===== src/rtl/tcnt_macro.sv =====
`timescale 1ns/1ps
// -----------------------------------------------------------------------------
// tcnt_macro
//
// Parametrised synchronous counter / shift-register macrocell. A single cell
// covers hold, parallel load, modulo up/down count and shift-left. It exposes
// a terminal-count carry for synchronous ripple-enable cascading.
//
// Ports
//   c1   in   1      clock, rising edge active
//   r2   in   1      asynchronous reset, active-high, loads RST_VAL
//   m3   in   2      mode: 00 hold, 01 count, 10 load, 11 shift left
//   x4   in   WIDTH  parallel load data
//   x5   in   1      count/shift enable (cascade carry-in)
//   x6   in   1      count direction: 1 up, 0 down
//   x7   in   1      serial data in for shift mode
//   q7   out  WIDTH  register state
//   co8  out  1      terminal count / carry-out (count mode only)
//   so9  out  1      serial out, q7[WIDTH-1]
//   z10  out  1      high when q7 == 0
//
// Parameters
//   WIDTH    register width, 1..16
//   MODULUS  count modulus, 2..2**WIDTH; counting wraps within 0..MODULUS-1
//   RST_VAL  reset value; may be >= MODULUS
//   TPD_Q    clock/reset to q7 delay (ns), delay build only
//   TPD_C    input/state to co8/so9/z10 delay (ns), delay build only
//
// Build option
//   LIB1801_CELL_DELAY_EN  when defined, outputs carry modelled inertial
//                          delays (TPD_Q on q7, TPD_C on co8/so9/z10). When
//                          undefined all outputs are zero-delay. Cycle
//                          behaviour is the same in both builds.
// -----------------------------------------------------------------------------
module tcnt_macro #(
   parameter int               WIDTH   = 4,
   parameter int               MODULUS = 2**WIDTH,
   parameter logic [WIDTH-1:0] RST_VAL = '0,
   parameter real              TPD_Q   = 7.00,
   parameter real              TPD_C   = 5.25
) (
   input  logic             c1,
   input  logic             r2,
   input  logic [1:0]       m3,
   input  logic [WIDTH-1:0] x4,
   input  logic             x5,
   input  logic             x6,
   input  logic             x7,
   output logic [WIDTH-1:0] q7,
   output logic             co8,
   output logic             so9,
   output logic             z10
);

   typedef enum logic [1:0] {
      MODE_HOLD  = 2'b00,
      MODE_COUNT = 2'b01,
      MODE_LOAD  = 2'b10,
      MODE_SHIFT = 2'b11
   } mode_t;

   // ---------------------------------------------------------------------------
   // Elaboration-time parameter checks
   // ---------------------------------------------------------------------------
   if (WIDTH < 1 || WIDTH > 16) begin : g_bad_width
      $error("tcnt_macro: WIDTH=%0d outside 1..16", WIDTH);
   end

   if (MODULUS < 2 || MODULUS > 2**WIDTH) begin : g_bad_modulus
      $error("tcnt_macro: MODULUS=%0d outside 2..2**WIDTH", MODULUS);
   end

   if (TPD_Q < 0.0 || TPD_C < 0.0) begin : g_bad_delay
      $error("tcnt_macro: negative propagation delay");
   end

   // Highest in-range count value. Fits in WIDTH bits because MODULUS <= 2**WIDTH.
   localparam logic [WIDTH-1:0] LP_TOP = WIDTH'(MODULUS - 1);

   // ---------------------------------------------------------------------------
   // Internal signals
   // ---------------------------------------------------------------------------
   logic [WIDTH-1:0] r_q;
   logic [WIDTH-1:0] w_q_next;
   logic [WIDTH-1:0] w_shift;
   logic [WIDTH-1:0] w_up;
   logic [WIDTH-1:0] w_down;
   logic             w_r_top;
   logic             w_r_zero;
   logic             w_o_top;
   logic             w_o_zero;
   logic             w_co;
   logic             w_so;
   logic             w_z;
   mode_t            w_mode;

   assign w_mode = mode_t'(m3);

   // ---------------------------------------------------------------------------
   // Next-state datapath
   // ---------------------------------------------------------------------------
   // Anything at or above the top value wraps to zero on an up-count. This
   // also covers out-of-range values reached by load or RST_VAL.
   assign w_r_top  = (r_q >= LP_TOP);
   assign w_r_zero = (r_q == '0);

   assign w_up   = w_r_top  ? '0     : r_q + WIDTH'(1);
   // Out-of-range values simply decrement; only zero wraps to the top.
   assign w_down = w_r_zero ? LP_TOP : r_q - WIDTH'(1);

   // A one-bit register has nothing to shift; the serial input replaces it.
   if (WIDTH == 1) begin : g_shift_w1
      assign w_shift = x7;
   end else begin : g_shift_wn
      assign w_shift = {r_q[WIDTH-2:0], x7};
   end

   always_comb begin
      w_q_next = r_q;
      unique case (w_mode)
         MODE_HOLD:  w_q_next = r_q;
         MODE_LOAD:  w_q_next = x4;
         MODE_COUNT: begin
            if (x5) begin
               w_q_next = x6 ? w_up : w_down;
            end
         end
         MODE_SHIFT: begin
            if (x5) begin
               w_q_next = w_shift;
            end
         end
         default:    w_q_next = r_q;
      endcase
   end

   // ---------------------------------------------------------------------------
   // State register
   // ---------------------------------------------------------------------------
   always_ff @(posedge c1 or posedge r2) begin
      if (r2) begin
         r_q <= RST_VAL;
      end else begin
         r_q <= w_q_next;
      end
   end

   // ---------------------------------------------------------------------------
   // Status outputs
   // ---------------------------------------------------------------------------
   // Decoded from the visible q7 rather than r_q so that in the delay build
   // the status outputs follow the delayed state, as the real cell would.
   assign w_o_top  = (q7 >= LP_TOP);
   assign w_o_zero = (q7 == '0);

   assign w_co = (w_mode == MODE_COUNT) && x5 && (x6 ? w_o_top : w_o_zero);
   assign w_so = q7[WIDTH-1];
   assign w_z  = w_o_zero;

`ifdef LIB1801_CELL_DELAY_EN
   // Continuous assignments with delay are inertial: glitches shorter than
   // the delay are swallowed, matching the other library cell models.
   assign #(TPD_Q) q7  = r_q;
   assign #(TPD_C) co8 = w_co;
   assign #(TPD_C) so9 = w_so;
   assign #(TPD_C) z10 = w_z;
`else
   assign q7  = r_q;
   assign co8 = w_co;
   assign so9 = w_so;
   assign z10 = w_z;
`endif

endmodule


===== config.mk =====
export PLATFORM = sky130hd
export DESIGN_NAME = tcnt_macro
export DESIGN_NICKNAME = d
export VERILOG_FILES = /design/src/rtl/tcnt_macro.sv
export SDC_FILE = /design/constraint.sdc
export NUM_CORES = 1
export LEC_CHECK = 0
export CORE_AREA = 4 4 41 43
export CTS_BUF_LIST = sky130_fd_sc_hd__clkbuf_4
export DETAILED_ROUTE_END_ITERATION = 8
export DIE_AREA = 0 0 45 47
export SLEW_MARGIN = 20
export SYNTH_ARGS = -nofsm -noshare
export SYNTH_HDL_FRONTEND = slang
export SYNTH_SLANG_ARGS = --single-unit
export TNS_END_PERCENT = 1

===== constraint.sdc =====
create_clock -name c1 -period 2.09 [get_ports c1]
set_input_delay 0.3135 -clock c1 [delete_from_list [all_inputs] [get_ports c1]]
set_output_delay 0.3135 -clock c1 [all_outputs]
set_load 0.1 [all_outputs]

==> flow_metrics.tcl <==
set metrics [dict create \
    syn_area_per_cell_um2 7.88 \
    gp_congestion 0.819 \
    port_buffers 17 \
    clk_pin_slew_worst_paths_ns 0.04 \
    tightest_slew_ns 0.278 \
    critical-path-slowest-cell "dfrtp_4" \
    drtPass1Iterations 4 \
    grt_pass1_wl_um 2150 \
    pwr-share-comb_pct 61.3 \
    diodes 0 \
    die_w_um 45 \
    drc_errors 0 \
    placed_cells 84 \
    layout_min_cycle_time_ns 2.04 \
    finalSetupViolCount 0 \
    final_cells 94 \
    core_um2 1300 \
    synthesis.area_um2 402 \
    dieArea_um2 2120 \
    largest_register_ffs 4 \
    critPathCaptureType "output pin" \
    synth_seq_cells 4 \
    switching_share_pct 50.2 \
    crit_path_max_incr_delay_ns 0.49 \
    critPathMaxFanout 2 \
    syn2layout_area_growth_pct 84.1 \
    status "complete, no violations" \
    worst_slack_ns 0.0469 \
    cts_buffer_depth 2 \
    report.final.slew_viol_count 0 \
    drive_above_1_share_pct 39.2 \
    relSlewSlack_pct 81.4 \
    final_antenna_net_count 0 \
    max_freq_mhz 489 \
    wire_per_inst_um 13.4 \
    ys_types 29 \
    dp_worst_setup_slack_ns 0.150 \
    grt_max_degree 10 \
    routed_via_density 5.29 \
    place_hpwl_um 895 \
    switching_power_mw 0.291 \
    crit_chain "inv_4 > ha_4 > nor3b_4 > nand2b_1 > a211oi_4 > buf_12" \
    nets 94 \
    final_common_cell "buf_4" \
    skew_ns 0.00238 \
    p_seq_share_pct 22.5 \
    grt_use_total_pct 14.6 \
    drtIter0Drc 5 \
    insertion_delay_ns 0.23 \
    rows 13 \
    critPathTopFamily "flip-flops" \
    arrival_ns 1.73 \
    clock_power_share_pct 16.3 \
    syn_inst 51 \
    cts_sinks 4 \
    antenna_found_initial 0 \
    hold_path_class "in -> async" \
    drv_cap 0 \
    cts_hold_buf 0 \
    final_util_pct 56.8 \
    grt_overflow_total 0 \
    syn_nets 64 \
    yosysWarnings 0 \
    cts_buffers 3 \
    rsz0062_at_grt "yes" \
    cts_tree "done" \
    ys_seq_area_share_pct 24.9 \
    p_leak_nw 0.317 \
    vdd_ir_drop_max_mv 0.610 \
    start_util_pct 30.9 \
    path_class "reg -> out" \
    grt_pass1_vias 480 \
    hold_viol_final 0 \
    fin_crit_sh_pct 97.8 \
    startpoint_type "flop" \
    cts.htree.levels 1 \
    final_cell_mix "13 x buf_4, 10 x clkdlybuf4s50_1, 5 x nand2_1" \
    wirelength_um 1260 \
    ioPinCount 18 \
    root_buffer "clkbuf_4" \
    power.internal_mw 0.289 \
    critPathBufInv 2 \
    crit_required_ns 1.78 \
    die_h_um 47 \
    powerDensity_nw_per_um2 784 \
    vias 497 \
]
-- cell type report --
type,instances,area (um^2)
inverters,5,23.8
fillers,133,562
multi-input cells,40,304
flip-flops and latches,4,110
repair buffers,27,260
well taps,15,18.8
clock buffers,3,22.5
-- what timing repair did --
action	in CTS	in global routing
setup endpoints to repair	1	1
cloned	0	0
resized for setup	0	4
pin swaps	2	1
buffers inserted	6	1
-- synthesized netlist by cell type --
cell type | n | area [um^2]
o21bai_1 | 2 | 15.0
buf_2 | 1 | 5.00
xor2_1 | 2 | 17.5
o22ai_1 | 1 | 6.26
o211ai_1 | 1 | 7.51
o2bb2ai_1 | 1 | 8.76
inv_2 | 1 | 3.75
nor3b_2 | 1 | 12.5
nor4b_1 | 1 | 8.76
o21ai_1 | 1 | 5.00
a31oi_1 | 2 | 12.5
nand2b_1 | 2 | 12.5
o211a_1 | 1 | 10.0
dfrtp_1 | 4 | 100
nand2_1 | 5 | 18.8
a211oi_1 | 1 | 7.51
nand4_1 | 1 | 6.26
nor3b_1 | 1 | 7.51
ha_1 | 2 | 25.0
o22a_1 | 1 | 8.76
inv_1 | 4 | 15.0
buf_4 | 1 | 7.51
a21oi_1 | 4 | 20.0
nand3_1 | 2 | 10.0
o2111ai_1 | 1 | 8.76
a311o_1 | 1 | 10.0
nor2_1 | 3 | 11.3
mux2i_1 | 1 | 10.0
o21ai_0 | 2 | 10.0
-- logic make-up (layout without fill, tap and decap cells) --
| logic type | after synthesis | in the layout | synth area share [%] |
|---|---|---|---|
| flops | 4 | 4 | 24.9 |
| simple gates | 16 | 16 | 21.8 |
| compound gates | 19 | 19 | 32.4 |
| xor+xnor | 2 | 2 | 4.36 |
| buf+inv | 7 | 35 | 7.79 |
| mux | 1 | 1 | 2.49 |
| fa+ha+maj | 2 | 2 | 6.23 |
-- worst reg2reg max path: stages (launching register included) --
cell,delay [ns]
dfrtp_4,0.49
buf_6,0.13
ha_2,0.17
nand4_1,0.18
o2111ai_1,0.16
a21oi_1,0.15
o2bb2ai_1,0.12
-- power by group through the flow --
stage / sequential [mW] / clock, mW / combinational, mW
after global placement: 0.138 / 0 / 0.310
final: 0.130 / 0.0943 / 0.355
after CTS: 0.127 / 0.0997 / 0.347
after global routing: 0.135 / 0.109 / 0.376
after detailed placement: 0.138 / 0 / 0.310
after floorplan: 0.231 / 0 / 0.134
-- worst paths after layout --
kind | from | endpoint | slack (ns) | cells past startpoint
max | q7[1] | co8 | 0.05 | 6
min | r2 | q7[1] | 0.26 | 2
max reg2reg | q7[0] | q7[3] | 0.60 | 6
min reg2reg | q7[3] | q7[3] | 0.69 | 2
max in group asynchronous | r2 | q7[0] | 1.67 | 2
min in group c1 | q7[3] | q7[3] | 0.69 | 2
-- routing by layer --
| metal | wire, um | GRT usage (%) | vias to the layer above |
|---|---|---|---|
| met5 | 0 | 0 | - |
| met4 | 12 | 5.26 | 0 |
| met3 | 84 | 5.75 | 2 |
| met2 | 640 | 23.4 | 19 |
| met1 | 519 | 17.6 | 233 |
| li1 | - | - | 243 |
-- stage by stage --
stage          hold WS [ns]  setup TNS, ns  cell area (um^2)  total power, mW
3_5_place_dp          0.507              0               652            0.448
5_1_grt               0.273        -0.0331               739            0.620
3_3_place_gp          0.503              0               652            0.448
6_report              0.257              0               739            0.580
2_1_floorplan        0.0795          -1.39               445            0.365
4_1_cts               0.255      -0.000268               719            0.574
(Power assumes the default switching activity.)
